## src/rtl/rh_dbpack.sv

```systemverilog
`default_nettype none
// ============================================================================
// Module   : rh_dbpack
// Brief    : Packs pairs of 16-bit buffer words into 36-bit memory words
//            ({2'b0, first, 2'b0, second}) and issues them as DMA write
//            requests. Aborts with setDLT if the buffer stays empty too long.
// Revision : 1.0  initial release
// ============================================================================
module rh_dbpack (
  input  logic        clk,
  input  logic        rst,
  input  logic        clr,
  input  logic        go,
  input  logic [15:0] wc,
  input  logic        bufOR,
  input  logic [15:0] bufDATA,
  output logic        bufRD,
  output logic        dmaREQ,
  output logic [35:0] dmaDATA,
  input  logic        dmaACK,
  output logic        busy,
  output logic        done,
  output logic        setDLT
);

  typedef enum logic [1:0] {
    S_IDLE   = 2'd0,
    S_FETCH  = 2'd1,
    S_SETTLE = 2'd2,
    S_REQ    = 2'd3
  } state_t;

  // Counter value whose increment this cycle lands on 1023, the data-late limit.
  localparam logic [9:0] TMO_FIRE = 10'd1022;

  state_t      state_q, state_d;
  logic [15:0] remaining_q, remaining_d;
  logic        half_q, half_d;
  logic [9:0]  tmo_q, tmo_d;
  logic        settle_q, settle_d;
  logic [35:0] data_q, data_d;
  logic        done_q, done_d;
  logic        dlt_q, dlt_d;

  // State register; active-low synchronous reset returns everything to zero.
  always_ff @(posedge clk) begin
    if (!rst) begin
      state_q     <= S_IDLE;
      remaining_q <= 16'd0;
      half_q      <= 1'b0;
      tmo_q       <= 10'd0;
      settle_q    <= 1'b0;
      data_q      <= 36'd0;
      done_q      <= 1'b0;
      dlt_q       <= 1'b0;
    end else begin
      state_q     <= state_d;
      remaining_q <= remaining_d;
      half_q      <= half_d;
      tmo_q       <= tmo_d;
      settle_q    <= settle_d;
      data_q      <= data_d;
      done_q      <= done_d;
      dlt_q       <= dlt_d;
    end
  end

  // Next-state and read-strobe logic; clr overrides every other input.
  always_comb begin
    state_d     = state_q;
    remaining_d = remaining_q;
    half_d      = half_q;
    tmo_d       = tmo_q;
    settle_d    = settle_q;
    data_d      = data_q;
    done_d      = 1'b0;
    dlt_d       = 1'b0;
    bufRD       = 1'b0;

    if (clr) begin
      state_d     = S_IDLE;
      remaining_d = 16'd0;
      half_d      = 1'b0;
      tmo_d       = 10'd0;
      settle_d    = 1'b0;
      data_d      = 36'd0;
    end else begin
      case (state_q)
        S_IDLE: begin
          if (go) begin
            if (wc == 16'd0) begin
              done_d = 1'b1;
            end else begin
              remaining_d = wc;
              half_d      = 1'b0;
              data_d      = 36'd0;
              tmo_d       = 10'd0;
              settle_d    = 1'b0;
              state_d     = S_FETCH;
            end
          end
        end

        S_FETCH: begin
          if (bufOR) begin
            // The pop is gated by rst so an in-flight reset never steals a word.
            bufRD = rst;
            if (half_q) begin
              data_d[17:0]  = {2'b00, bufDATA};
            end else begin
              data_d[35:18] = {2'b00, bufDATA};
            end
            if (remaining_q != 16'd0) begin
              remaining_d = remaining_q - 16'd1;
            end
            tmo_d    = 10'd0;
            settle_d = 1'b0;
            state_d  = S_SETTLE;
          end else if (tmo_q == TMO_FIRE) begin
            // Data late: drop the partial word and abandon the transfer.
            dlt_d       = 1'b1;
            data_d      = 36'd0;
            remaining_d = 16'd0;
            half_d      = 1'b0;
            tmo_d       = 10'd0;
            state_d     = S_IDLE;
          end else begin
            tmo_d = tmo_q + 10'd1;
          end
        end

        S_SETTLE: begin
          // Two cycles so the buffer head has advanced before the next sample.
          if (!settle_q) begin
            settle_d = 1'b1;
          end else begin
            settle_d = 1'b0;
            if (!half_q && (remaining_q != 16'd0)) begin
              half_d  = 1'b1;
              state_d = S_FETCH;
            end else begin
              state_d = S_REQ;
            end
          end
        end

        S_REQ: begin
          if (dmaACK) begin
            if (remaining_q != 16'd0) begin
              data_d  = 36'd0;
              half_d  = 1'b0;
              tmo_d   = 10'd0;
              state_d = S_FETCH;
            end else begin
              done_d  = 1'b1;
              half_d  = 1'b0;
              state_d = S_IDLE;
            end
          end
        end

        default: begin
          state_d = S_IDLE;
        end
      endcase
    end
  end

  assign dmaREQ  = (state_q == S_REQ);
  assign busy    = (state_q != S_IDLE);
  assign dmaDATA = data_q;
  assign done    = done_q;
  assign setDLT  = dlt_q;

endmodule
`default_nettype wire
```

## config.mk

```make
export PLATFORM = sky130hd
export DESIGN_NAME = rh_dbpack
export DESIGN_NICKNAME = d
export VERILOG_FILES = /design/src/rtl/rh_dbpack.sv
export SDC_FILE = /design/constraint.sdc
export NUM_CORES = 1
export LEC_CHECK = 0
export ABC_AREA = 1
export BUFFER_PORTS_ARGS = -buffer_cell sky130_fd_sc_hd__buf_4
export CORE_MARGIN = 5
export CORE_UTILIZATION = 55
export DETAILED_ROUTE_END_ITERATION = 7
export PLACE_DENSITY = 0.8
export SYNTH_ARGS = -nofsm -noshare
export SYNTH_HDL_FRONTEND = slang
export SYNTH_SLANG_ARGS = --single-unit
```

## constraint.sdc

```tcl
create_clock -name clk -period 2.34 [get_ports clk]
set_input_delay 0.702 -clock clk [delete_from_list [all_inputs] [get_ports clk]]
set_output_delay 0.702 -clock clk [all_outputs]
set_load 0.05 [all_outputs]
```

==> impl_summary.md <==
Status
The run finished with clean final reports.

Place
In this run the tool buffered the top-level ports with 74 buffer cells. The routability congestion estimate from global placement is around 0.87. Summed over all nets, the half-perimeter wirelength after detailed placement is 7.22 mm.

Worst hold path
The path with the worst hold slack has its endpoint at settle_q$_SDFFE_PP0P_. The min-delay analysis places its worst path in the category flop to flop. The worst hold path passes through 2 cells. In this run the most critical hold path is launched from settle_q$_SDFFE_PP0P_.

Worst setup path
Data on the critical path arrives at its endpoint at 1.53 ns. Of all nets on the critical path, the largest fanout is 6. The critical path goes through buf_4 > ha_1 > nand2_1 > buf_6 > nor2_4 > buf_8.

The type of destination of the critical path is a primary output. The setup slack of the most critical reg-to-reg path is 0.14 ns. The setup path with the least slack is of type flop to primary output. The biggest cell delay along the critical path is 0.35 ns. The worst register-to-register path ends at remaining_q[1]$_SDFFE_PP0P_. Counting cells, the worst reg-to-reg path comes to 8. For this design, the slowest cell found on the critical path is sky130_fd_sc_hd__dfxtp_1. The startpoint class of the critical path is a flop. The startpoint of the worst-slack reg-to-reg timing path is state_q[0]$_SDFFE_PP0P_. At the worst endpoint, the required time is 1.64 ns.

Floorplan
The vertical die dimension is 92.8 um. After floorplanning, the core was sized to cover 0.00672 mm^2. Pin placement for this block handled 79 I/O pins.

The chip width is 92.8 um. The floorplan step defined a die boundary enclosing 0.00861 mm^2. The placement row count is 30. The starting density of the core is ~56%.

Synthesis
The mean area per synthesized cell is 6.36 um^2. After synthesis, the share of flip-flops with an asynchronous set or reset is 0%. The main combinational cell family by area after synthesis is simple AND/OR/NAND/NOR gates. In this run, synthesis inferred 0 flip-flops with an integrated enable. Among all flip-flop cells after synthesis, the most frequent one is sky130_fd_sc_hd__dfxtp_1. The count of state elements after synthesis is 64.

The simple-gate share of the synthesized area is between 40% and 50%. The netlist uses 36 different library cells. In this run the biggest area consumer among cell types represents 34.0% of the synthesized area. The adder and majority cell fraction of the synthesized area is about 3%. After synthesis the cells add up to approximately 0.0038 mm^2. After synthesis, the cell types taking the most area are sky130_fd_sc_hd__dfxtp_1, sky130_fd_sc_hd__nand2_1, sky130_fd_sc_hd__nor2_1.

The largest area contributor in the synthesized netlist is sky130_fd_sc_hd__dfxtp_1. The synthesized netlist devotes 12.4% of its cell area to compound gates. The number of instances in the synthesized netlist is about 600.

The share of the Yosys chip area taken by registers is roughly a third. The Yosys step of the flow raised 0 warnings. The share of the synthesized netlist area taken by xor and xnor gates is 0.232%. In the synthesized netlist, mux cells make up 0% of the area.

Power
In this run switching power makes up between 30% and 40% of total power. The maximum vdd drop is ~0.30 mV. The clock network is responsible for a little under a third of the overall power. The sequential share of power is 38.8%.

The analysis attributes to cell leakage a power of between 2 and 2.5 nW. The analysis attributes to net switching a power of 1.13 mW. The internal power contribution is 1.95 mW. The areal power density over the cells is ~670 mW/mm^2. The share of total power dissipated in combinational logic is around 30%.

Job
The number of max-capacitance violations reported is 0.

Layout
From synthesis to final layout, the design area changed by 21.4%. The number of inserted diodes is 0. The final core utilization is ~70%. In the final layout, the share of cells above drive strength 1 is 20.4%. After the last flow step, the layout net total stands at 712. The fill cell instance count of the final layout is 591.

GRT
The global-route total usage across every layer is a little under a quarter. After global routing the overflow that remains totals 0. The via count of the first global-routing pass is ~3700. The pin count of the biggest net entering global routing is 65. The first global-routing pass estimated 16.8 mm of wire.

The initial antenna violation count was 0.

Clock network
The total clock sinks is 64. After clock tree synthesis, the clock-pin slew on the worst setup and hold paths is 0.07 ns. The latest clock arrival within the worst-skew pair is ~0.35 ns. The buffer cell driving the clock tree root is sky130_fd_sc_hd__clkbuf_8.

The number of buffers on the longest clock path is 2. The H-tree was split into 3 levels. The clock buffer count from CTS is 9. TritonCTS built the clock tree.

Drt
The remaining design rule violation count is 0. The aggregate routed wire length is 10.3 mm. Using the TritonRoute via totals, the vias-per-cell ratio works out to 5.41. In the final routed layout, each cell accounts on average for 13.7 um. The routed layout has 4054 vias.

After the first detailed-routing iteration, the DRC count stood at 209. The number of detailed-route iterations in the first pass is 6. The count of nets left with antenna violations once routing finished came out at 0.

Timing
Setup violations remaining at the end of the flow were counted as 0. The slew at the pin closest to its max-slew limit is 0.692 ns. The setup clock skew after layout is 0.00745 ns. The final-report hold violation count is 0. Setup repair after global routing could not meet its margin everywhere. In this run the tightest slew margin relative to its limit is 53.7%. The period utilization is between 90% and 100%. The worst hold slack is 0.481 ns.

The upper clock frequency limit is about 450 MHz. Subtracting the final worst setup slack from the clock period gives 2.23 ns. The number of max-slew violations in the final report is 0.
-- power by group through the flow --
stage / clock (mW) / combinational [mW] / sequential, mW
after global placement: 0 / 0.886 / 1.22
after floorplan: 0 / 0.599 / 1.33
final: 0.966 / 0.921 / 1.20
after global routing: 1.03 / 1.02 / 1.20
after CTS: 0.973 / 0.912 / 1.20
after detailed placement: 0 / 0.907 / 1.22
-- synthesized netlist by cell type (2+ instances only) --
| master | instances |
|---|---|
| sky130_fd_sc_hd__nand2_1 | 142 |
| sky130_fd_sc_hd__nor2_1 | 123 |
| sky130_fd_sc_hd__dfxtp_1 | 64 |
| sky130_fd_sc_hd__nand3_1 | 60 |
| sky130_fd_sc_hd__a21oi_1 | 49 |
| sky130_fd_sc_hd__inv_1 | 36 |
| sky130_fd_sc_hd__o21ai_0 | 22 |
| sky130_fd_sc_hd__ha_1 | 9 |
| sky130_fd_sc_hd__o21ai_1 | 9 |
| sky130_fd_sc_hd__buf_2 | 8 |
| sky130_fd_sc_hd__buf_4 | 7 |
| sky130_fd_sc_hd__nand2_2 | 7 |
| sky130_fd_sc_hd__nand4_1 | 7 |
| sky130_fd_sc_hd__buf_6 | 6 |
| sky130_fd_sc_hd__clkbuf_1 | 6 |
| sky130_fd_sc_hd__a21oi_2 | 4 |
| sky130_fd_sc_hd__inv_2 | 4 |
| sky130_fd_sc_hd__nor2_2 | 4 |
| sky130_fd_sc_hd__nor3_1 | 4 |
| sky130_fd_sc_hd__buf_1 | 3 |
| sky130_fd_sc_hd__nor2_4 | 3 |
| sky130_fd_sc_hd__a211oi_1 | 2 |
-- stage by stage --
step / TNS, ns / instances / cell area [um^2] / setup WS (ns) / power [mW]
after floorplan: 0 / 596 / 3790 / 0.0171 / 1.93
after detailed placement: -0.979 / 731 / 4340 / -0.0781 / 2.13
after CTS: 0 / 747 / 4550 / 0.0282 / 3.08
final: 0 / 750 / 4580 / 0.107 / 3.08
after global placement: -0.579 / 731 / 4340 / -0.0501 / 2.10
after global routing: -0.0315 / 750 / 4580 / -0.0144 / 3.26
-- flip-flops by register name, summed over array words and instances, names as in the netlist --
signal       flops
dmaDATA         32
remaining_q     16
tmo_q           10
state_q          2
done             1
half_q           1
setDLT           1
settle_q         1
-- per-layer routing --
metal  GRT usage (%)  up-vias  share of wire [%]
met3            6.01       13                7.2
li1                -     2047                  -
met1            29.9     1833                 43
met4            9.52        0                1.8
met2            39.4      161                 48
met5               0        -                  0
-- what timing repair did --
item | 4_1_cts | 5_1_grt
hold buffers | 0 | 0
hold endpoints to repair | 0 | 0
buffers inserted | 0 | 3
cloned | 0 | 0
resized for setup | 2 | 3
setup endpoints to repair | 3 | 4
-- worst max-delay path: cells and delay by family, from the launching register on --
family | cells | cell delay, ns
AND/OR/NAND/NOR | 2 | 0.22
adder cells (fa/ha/maj) | 1 | 0.16
flip-flops | 1 | 0.35
buffers and inverters | 3 | 0.45
-- worst max-delay path by stage --
stage,start,end,cells past startpoint
floorplan,rst,bufRD,5
finish,state_q[0]$_SDFFE_PP0P_,bufRD,6
CTS,state_q[1]$_SDFFE_PP0P_,bufRD,6
global route,state_q[0]$_SDFFE_PP0P_,remaining_q[2]$_SDFFE_PP0P_,8
detailed placement,wc[11],dmaDATA[21]$_SDFFE_PP0P_,10
global placement,wc[11],dmaDATA[21]$_SDFFE_PP0P_,10
-- kinds of logic after synthesis --
logic type               count (synthesis)
AND/OR/NAND/NOR                        358
AO/OA/AOI/OAI                           88
buffers and inverters                   72
flip-flops                              64
adder cells (fa/ha/maj)                  9
XOR/XNOR                                 1
other                                    1
-- area by class of cell --
class	count	area, um^2	area share, %
clock buffers	10	128	2.79
clock inverters	6	70.1	1.53
inverters	42	165	3.61
multi-input cells	460	2160	47.2
flip-flops and latches	64	1280	28.0
well taps	80	100	2.19
repair buffers	88	672	14.7
-- layout by cell type (no fill, tap or decap), drive strengths merged --
| master | n |
|---|---|
| a211oi | 2 |
| a21oi | 53 |
| a31o | 1 |
| buf | 88 |
| bufinv | 1 |
| clkbuf | 10 |
| clkinv | 2 |
| clkinvlp | 3 |
| conb | 4 |
| dfxtp | 64 |
| ha | 9 |
| inv | 42 |
| nand2 | 150 |
| nand3 | 62 |
| nand4 | 8 |
| nor2 | 130 |
| nor3 | 4 |
| nor3b | 1 |
| nor4 | 1 |
| o211ai | 1 |
| o21ai | 31 |
| or2 | 2 |
| xor2 | 1 |
(Power assumes the default switching activity.)
